--- config.mk ---
export PLATFORM = sky130hd
export DESIGN_NAME = decimal_keypad_debounce
export DESIGN_NICKNAME = d
export VERILOG_FILES = /design/src/rtl/decimal_keypad_debounce.sv
export SDC_FILE = /design/constraint.sdc
export NUM_CORES = 1
export LEC_CHECK = 0
export BUFFER_PORTS_ARGS = -buffer_cell sky130_fd_sc_hd__buf_2
export CORE_MARGIN = 2
export CORE_UTILIZATION = 37
export DETAILED_ROUTE_END_ITERATION = 10
export MAX_ROUTING_LAYER = met4
export PLACE_DENSITY = 0.5
export SLEW_MARGIN = 15
export SYNTH_ARGS = -nofsm -noshare
export SYNTH_HDL_FRONTEND = slang
export SYNTH_SLANG_ARGS = --single-unit
--- constraint.sdc ---
create_clock -name clk -period 5.1 [get_ports clk]
set_input_delay 1.02 -clock clk [delete_from_list [all_inputs] [get_ports clk]]
set_output_delay 1.02 -clock clk [all_outputs]
set_load 0.01 [all_outputs]
--- src/rtl/decimal_keypad_debounce.sv ---
// Debounced one-hot decimal keypad front end that drives a decimal-to-BCD encoder.
// Optional auto-repeat while a key stays held: define KEY_REPEAT_EN.
module decimal_keypad_debounce #(
    parameter int DEBOUNCE_CYCLES = 16,
    parameter int REPEAT_CYCLES   = 1024
) (
    input  logic       clk,
    input  logic       rst_n,
    input  logic [9:0] keys,
    output logic [9:0] D,
    output logic       key_valid,
    output logic       key_held,
    output logic       multi_key
);
    localparam int MAX_CYCLES = (DEBOUNCE_CYCLES > REPEAT_CYCLES) ? DEBOUNCE_CYCLES : REPEAT_CYCLES;
    localparam int CW         = $clog2(MAX_CYCLES);
    localparam logic [CW-1:0] DB_LAST = CW'(DEBOUNCE_CYCLES - 1);

    typedef enum logic [1:0] {IDLE, DEBOUNCE, PRESSED, RELEASE} state_e;

    state_e        state_q, state_d;
    logic [9:0]    sync1_q, ks_q;
    logic [9:0]    cand_q, cand_d;
    logic [9:0]    code_q, code_d;
    logic [CW-1:0] cnt_q, cnt_d;
    logic          valid_q, valid_d;
    logic          held_q, held_d;
    logic          multi_q;
    logic [3:0]    ones;
    logic          one_hot;

`ifdef KEY_REPEAT_EN
    localparam logic [CW-1:0] RPT_LAST = CW'(REPEAT_CYCLES - 1);
    logic [CW-1:0] rpt_q, rpt_d;
`endif

    assign ones    = 4'($countones(ks_q));
    assign one_hot = (ones == 4'd1);

    always_ff @(posedge clk or negedge rst_n) begin
        if (!rst_n) begin
            sync1_q <= '0;
            ks_q    <= '0;
            state_q <= IDLE;
            cand_q  <= '0;
            code_q  <= '0;
            cnt_q   <= '0;
            valid_q <= 1'b0;
            held_q  <= 1'b0;
            multi_q <= 1'b0;
        end else begin
            // NOTE: non-blocking here so every register samples pre-edge values, like real flops.
            sync1_q <= keys;
            ks_q    <= sync1_q;
            state_q <= state_d;
            cand_q  <= cand_d;
            code_q  <= code_d;
            cnt_q   <= cnt_d;
            valid_q <= valid_d;
            held_q  <= held_d;
            multi_q <= (ones > 4'd1);
        end
    end

`ifdef KEY_REPEAT_EN
    always_ff @(posedge clk or negedge rst_n) begin
        if (!rst_n) rpt_q <= '0;
        else        rpt_q <= rpt_d;
    end
`endif

    always_comb begin
        // NOTE: every output of this block gets a default first, so no path can infer a latch.
        state_d = state_q;
        cand_d  = cand_q;
        code_d  = code_q;
        cnt_d   = cnt_q;
        valid_d = 1'b0;
        held_d  = held_q;
`ifdef KEY_REPEAT_EN
        rpt_d   = rpt_q;
`endif
        case (state_q)
            IDLE: begin
                if (one_hot) begin
                    cand_d  = ks_q;
                    cnt_d   = '0;
                    state_d = DEBOUNCE;
                end
            end
            DEBOUNCE: begin
                if (ks_q != cand_q) begin
                    cnt_d   = '0;
                    state_d = IDLE;
                end else if (cnt_q == DB_LAST) begin
                    code_d  = cand_q;
                    valid_d = 1'b1;
                    held_d  = 1'b1;
                    state_d = PRESSED;
`ifdef KEY_REPEAT_EN
                    rpt_d   = '0;
`endif
                end else begin
                    cnt_d = cnt_q + CW'(1);
                end
            end
            PRESSED: begin
                if (ks_q == 10'd0) begin
                    cnt_d   = '0;
                    state_d = RELEASE;
                end else begin
`ifdef KEY_REPEAT_EN
                    if (rpt_q == RPT_LAST) begin
                        valid_d = 1'b1;
                        rpt_d   = '0;
                    end else begin
                        rpt_d = rpt_q + CW'(1);
                    end
`else
                    state_d = PRESSED;
`endif
                end
            end
            RELEASE: begin
                // A bounce back to nonzero resumes the same press without a new strobe.
                if (ks_q != 10'd0) begin
                    state_d = PRESSED;
`ifdef KEY_REPEAT_EN
                    rpt_d   = '0;
`endif
                end else if (cnt_q == DB_LAST) begin
                    held_d  = 1'b0;
                    state_d = IDLE;
                end else begin
                    cnt_d = cnt_q + CW'(1);
                end
            end
            default: state_d = IDLE;
        endcase
    end

    assign D         = code_q;
    assign key_valid = valid_q;
    assign key_held  = held_q;
    assign multi_key = multi_q;

endmodule
Word-level counts from Yosys, hierarchy flattened
Index checks and enable logic that the tools add are counted.
{"block": "word_totals", "ff_bits": 55, "input_bits": 12, "output_inout_bits": 13, "elab_cells": 65}
{"block": "op_classes", "n_addsub": 10, "n_lt_le_gt_ge": 1, "n_eq_ne": 14, "n_mux": 21, "bitwise": 1, "reduce_logical": 9}
{"operator": "$mux 10", "n": 5}
{"operator": "$pmux 10 s4", "n": 1}
{"operator": "$ne 2x2->1 const B", "n": 6}
{"operator": "$add 1x1->2", "n": 5}
{"operator": "$add 10x1->10 const B", "n": 1}
{"operator": "$eq 10x4->1 const B", "n": 1}
{"operator": "$logic_not 10->1", "n": 1}
{"operator": "$mux 2", "n": 5}
{"operator": "$ne 10x10->1", "n": 1}
{"operator": "$reduce_bool 10->1", "n": 1}
{"operator": "$reduce_and 3->1", "n": 3}
{"operator": "$mux 1", "n": 8}
{"operator": "$pmux 2 s4", "n": 1}
{"operator": "$add 2x2->3", "n": 2}
{"operator": "$ne 3x3->1 const B", "n": 2}
{"operator": "$reduce_and 5->1", "n": 1}
{"operator": "$add 3x3->4", "n": 1}
{"operator": "$add 4x2->4", "n": 1}
{"operator": "$eq 2x2->1 const B", "n": 2}
{"operator": "$eq 4x1->1 const B", "n": 1}
{"operator": "$gt 4x1->1 const B", "n": 1}
{"operator": "$eq 2x1->1 const B", "n": 1}
{"operator": "$logic_not 2->1", "n": 1}
{"operator": "$pmux 1 s2", "n": 1}
{"operator": "3 further kinds", "n": 3}

Logic depth before layout (Yosys ltp)
{"block": "logic_depth", "word_depth": 7, "mapped_depth": 12, "mapped_depth_nobuf": 12}

Worst setup path after synthesis
OpenSTA, ideal clock, no wires.
{"block": "synth_timing", "path_kind": "reg-to-reg", "from": "register ks_q[0]", "to": "register cand_q[0]", "setup_ns": 0.125, "t_arrival_ns": 3.922, "t_required_ns": 4.975, "slack_ns": 1.054, "stages_incl_launch_ff": 12, "n_path_buf": 0, "period_less_slack_ns": 4.046, "path_cell_list": "dfrtp_1 > fa_1 > inv_1 > fa_1 > fa_1 > inv_1 > ha_1 > fa_1 > nor4bb_1 > a21oi_1 > nor2_1 > mux2_2"}
{"block": "synth_via", "elab_chain_cells": 6}
{"item": "from (decl)", "line_no": "22", "text": "logic [9:0] sync1_q, ks_q;"}
{"item": "from (signal assigned)", "line_no": "54", "text": "ks_q <= sync1_q;"}
{"item": "$add 1x1->2 (implied by the code)", "line_no": "37", "text": "assign ones = 4'($countones(ks_q));"}
{"item": "$add 2x2->3 (implied by the code)", "line_no": "37"}
{"item": "$add 3x3->4 (implied by the code)", "line_no": "37"}
{"item": "$add 4x2->4 (implied by the code)", "line_no": "37"}
{"item": "$eq 4x1->1", "line_no": "38", "text": "assign one_hot = (ones == 4'd1);"}
{"item": "$reduce_and 2->1 (no source line)"}
{"item": "to (signal assigned)", "line_no": "56", "text": "cand_q <= cand_d;"}
{"item": "to (decl)", "line_no": "23", "text": "logic [9:0] cand_q, cand_d;"}
Several ways; a longest one is shown, not always the timed one.
A chain may end at the register's enable or synchronous reset.

Worst setup path in the final report
Same ends and word-level chain as after synthesis.

==> run summary <==
## Pwr
• 348 uW — NetSw
• 32.0% — switching part of the total
• 0.200 mV — Max IR drop VDD
• 50.0% — sequential fraction of design power
• 1.31 nW — total leakage power
• 24.0% — power share of the clock group
• 1.09 mW — total power draw
• 26.0% — fraction of power consumed by combinational cells
• 384 mW/mm2 — pwr dens
• 739 uW — internal power

## Setup path
• 3 — buffer and inverter count on the worst path
• 5.31 ns — endpoint required time on the critical path
• register — startpoint types
• 12 — logic depth of the worst register-to-register path
• 12 — logic depth of the worst setup path including buffers
• 4.20 ns — Data arrival, critical path
• register to register — type of the setup path with the least slack
• sky130_fd_sc_hd__fa_1 — slowest stage cell on the critical path
• 5 — maximum net fanout on the critical path
• register — kind of end point of the critical path
• sky130_fd_sc_hd__fa_1 — critical path's most frequent cell
• fa_1 -> inv_1 -> fa_1 -> fa_1 -> inv_1 -> ha_1 -> fa_1 -> nor4bb_1 -> a21oi_1 -> nor2_1 -> buf_4 -> mux2_2 — crit-path cells
• 1.11 ns — slack of the worst reg-to-reg path
• adder cells — Crit path max-delay family
• 0.54 ns — maximum cell stage delay along the critical path

## Timing
• 0 — final number of hold-violating endpoints
• 78.3% — final cycle utilization of the critical path
• 0 — max-slew violations
• no — unrepaired setup endpoints after global routing
• 0 — final setup fails
• 0.251 GHz — fmax
• 0 ns — final-layout setup total negative slack
• 1.02 ns — worst slew pin tran
• 0.359 ns — Hold Slack
• 1.11 ns — final worst slack
• 3.99 ns — time the final worst path needs with I/O delays and setup
• 0.00479 ns — Worst Clk Skew
• 31.2% — worst-case headroom to the max-slew limit

## Global routing
• 7850 um — wire length of the first global-routing pass
• 0 — global route overflow
• 0 — initial antenna violation count
• 1,630 — number of global-route vias before repair
• 13.9% — overall fraction of global-route tracks in use
• 56 — largest net degree at the start of global routing

## Clock network
• 5 — CTS buffer count
• sky130_fd_sc_hd__clkbuf_8 — clock tree root driver cell
• 0 — post-CTS sizing
• 0.31 ns — clock insertion delay at the later pin of the skew report
• 0 — Post-CTS Hold Buffers
• 0.11 ns — Reg clk slew, reported paths
• 55 — clock sink count
• 2 — Clock Path Buffers
• 0 — setup bufs post-CTS
• 2 — count of H-tree levels built during CTS
• built — TritonCTS clock tree

## Routing
• 0 — drc violations
• 53 — violation count after the first detailed-routing iteration
• 4600 um — total wirelength of the detailed-routed design
• 14.7 um — post-DR wirelength/cell
• 1,600 — total via count in the routed design
• 0 — number of nets still failing antenna checks after routing
• 5.10 — mean number of vias per cell
• 4 — 1st-pass router iterations

## Run
• 0 — max-cap violations

## Placed design
• 3330 um — HPWL after DPL
• 1.12 ns — post-placement setup slack
• 306 — Cells after DPL
• 24 — total of buffers placed on input and output ports
• 0.763 — last weighted congestion value of the routability-driven placer

## Floorplanning
• 25 — I/O pins
• 86.2 um — y dimension of the die
• 38.9% — initial core utilization
• 29 — # rows
• 0.00743 mm2 — die area
• 86.2 um — die boundary width
• 0.00642 mm2 — Floorplan Core Area

## Synth
• 0 — number of synthesized flops with an enable pin
• 38 — number of unique standard cell types used by synthesis
• 12.4 um2 — Post-Synthesis Mean Instance Area
• 100% — fraction of synthesis flops using an asynchronous set or reset pin
• sky130_fd_sc_hd__dfrtp_1 — dominant cell type by area after synthesis
• 55 — number of register bits inferred by synthesis
• 55.1% — fraction of post-synthesis cell area in the top cell type by area
• 55.1% — share of synthesized area occupied by flip-flops and latches
• sky130_fd_sc_hd__dfrtp_1 (55%), sky130_fd_sc_hd__mux2_4 (5.4%), sky130_fd_sc_hd__mux2_2 (5.0%), sky130_fd_sc_hd__fa_1 (4.8%), sky130_fd_sc_hd__xnor2_1 (3.5%) — largest cells by area after synthesis
• 0.00250 mm2 — cell area after technology mapping
• sky130_fd_sc_hd__dfrtp_1 — ys flop type
• 202 — synthesized instance count
• 224 — number of nets produced by synthesis
• 0 — Ys Warns

## Finish
• 26.2% — fraction of final layout cells with drive strength greater than 1
• 314 — Final Instance Count excl. Fillers
• 258 — Total Nets Final
• 609 — filler cell count
• 0.00102 mm2 — area of combinational cells with multiple inputs
• 13.3% — relative area change from synthesis to final layout
• 0 — ant diodes
• 0.00138 mm2 — Storage cell area

## Min path
• register to register — Hold/Removal Path Class
• 0 — number of cells on the worst hold path

## Status
• finished clean — outcome

## layer usage
layer  vias to the layer above  track usage, %  part of all wire, %
met5                         -               -                    0
met4                         0            4.83                  1.7
met3                         7            2.86                  2.4
met2                        23            21.9                   49
met1                       795            18.0                   47
li1                        775               -                    -
## cell usage in the layout, fill, tap and decap left out, types with 2 or more instances in the layout
cell	netlist	layout
sky130_fd_sc_hd__inv_1	20	20
sky130_fd_sc_hd__a21oi_1	12	12
sky130_fd_sc_hd__nand3_1	9	9
sky130_fd_sc_hd__a211oi_1	2	2
sky130_fd_sc_hd__inv_8	0	2
sky130_fd_sc_hd__nor3_1	4	4
sky130_fd_sc_hd__nand2b_1	2	2
sky130_fd_sc_hd__o21ai_0	3	3
sky130_fd_sc_hd__nor4bb_1	2	2
sky130_fd_sc_hd__dfrtp_1	55	55
sky130_fd_sc_hd__ha_1	4	4
sky130_fd_sc_hd__a31oi_1	4	4
sky130_fd_sc_hd__buf_4	0	5
sky130_fd_sc_hd__nand2_1	11	11
sky130_fd_sc_hd__clkbuf_8	0	5
sky130_fd_sc_hd__buf_2	0	24
sky130_fd_sc_hd__mux2_4	9	9
sky130_fd_sc_hd__nor2_1	8	8
sky130_fd_sc_hd__nand4_1	6	6
sky130_fd_sc_hd__fa_1	6	6
sky130_fd_sc_hd__mux2_2	11	11
sky130_fd_sc_hd__a21o_1	2	2
sky130_fd_sc_hd__xnor2_1	10	10
sky130_fd_sc_hd__o211ai_1	2	2
sky130_fd_sc_hd__or2_2	2	2
## stage by stage
stage	area, um2	util, %
after floorplan	2500	-
after global placement	2730	42.5
after detailed placement	2730	42.5
after CTS	2830	44.1
after global routing	2830	44.1
final	2830	44.1
## sequential cells by signal, summed over array words and instances, names as in the netlist
signal	count
multi_key	1
cand_q	10
key_held	1
ks_q	10
key_valid	1
state_q	2
sync1_q	10
cnt_q	10
D	10
## power groups by stage
stage / combinational, mW / sequential, mW / clock [mW]
4_1_cts: 0.287 / 0.545 / 0.275
6_report: 0.283 / 0.543 / 0.261
5_1_grt: 0.316 / 0.552 / 0.297
2_1_floorplan: 0.206 / 0.539 / 0
3_3_place_gp: 0.285 / 0.554 / 0
3_5_place_dp: 0.284 / 0.553 / 0
## Yosys cell counts (all sizes together), types with 4 or more instances
master / number
inv: 20
fa: 6
ha: 4
dfrtp: 55
nand2: 11
nand3: 9
nor2: 9
xnor2: 10
a21oi: 12
nand4: 6
nor3: 4
a31oi: 4
o21ai: 4
mux2: 20
## layout make-up
cell class                      instances  area share [%]
Clock buffer                            5            2.43
Clock inverter                          3            1.11
Inverter                               20            2.65
Multi-Input combinational cell        125            36.2
Sequential cell                        55            48.6
Tap cell                               77            3.40
Timing Repair Buffer                   29            5.57
## kinds of logic after synthesis
group	Yosys count	share of synthesized area [%]
simple gates	51	11.6
xor+xnor	10	3.51
buf+inv	22	3.91
compound gates	33	8.31
mux	21	10.8
flops	55	55.1
fa+ha+maj	10	6.81
## final timing paths
| kind | start | endpoint |
|---|---|---|
| min reg2reg | sync1_q[6] | ks_q[6] |
| max | ks_q[0] | cand_q[0] |
| max in group asynchronous | rst_n | state_q[0] |
| max reg2reg | ks_q[0] | cand_q[0] |
| min in group asynchronous | rst_n | cnt_q[8] |
| min | sync1_q[6] | ks_q[6] |
(Power assumes the default switching activity.)
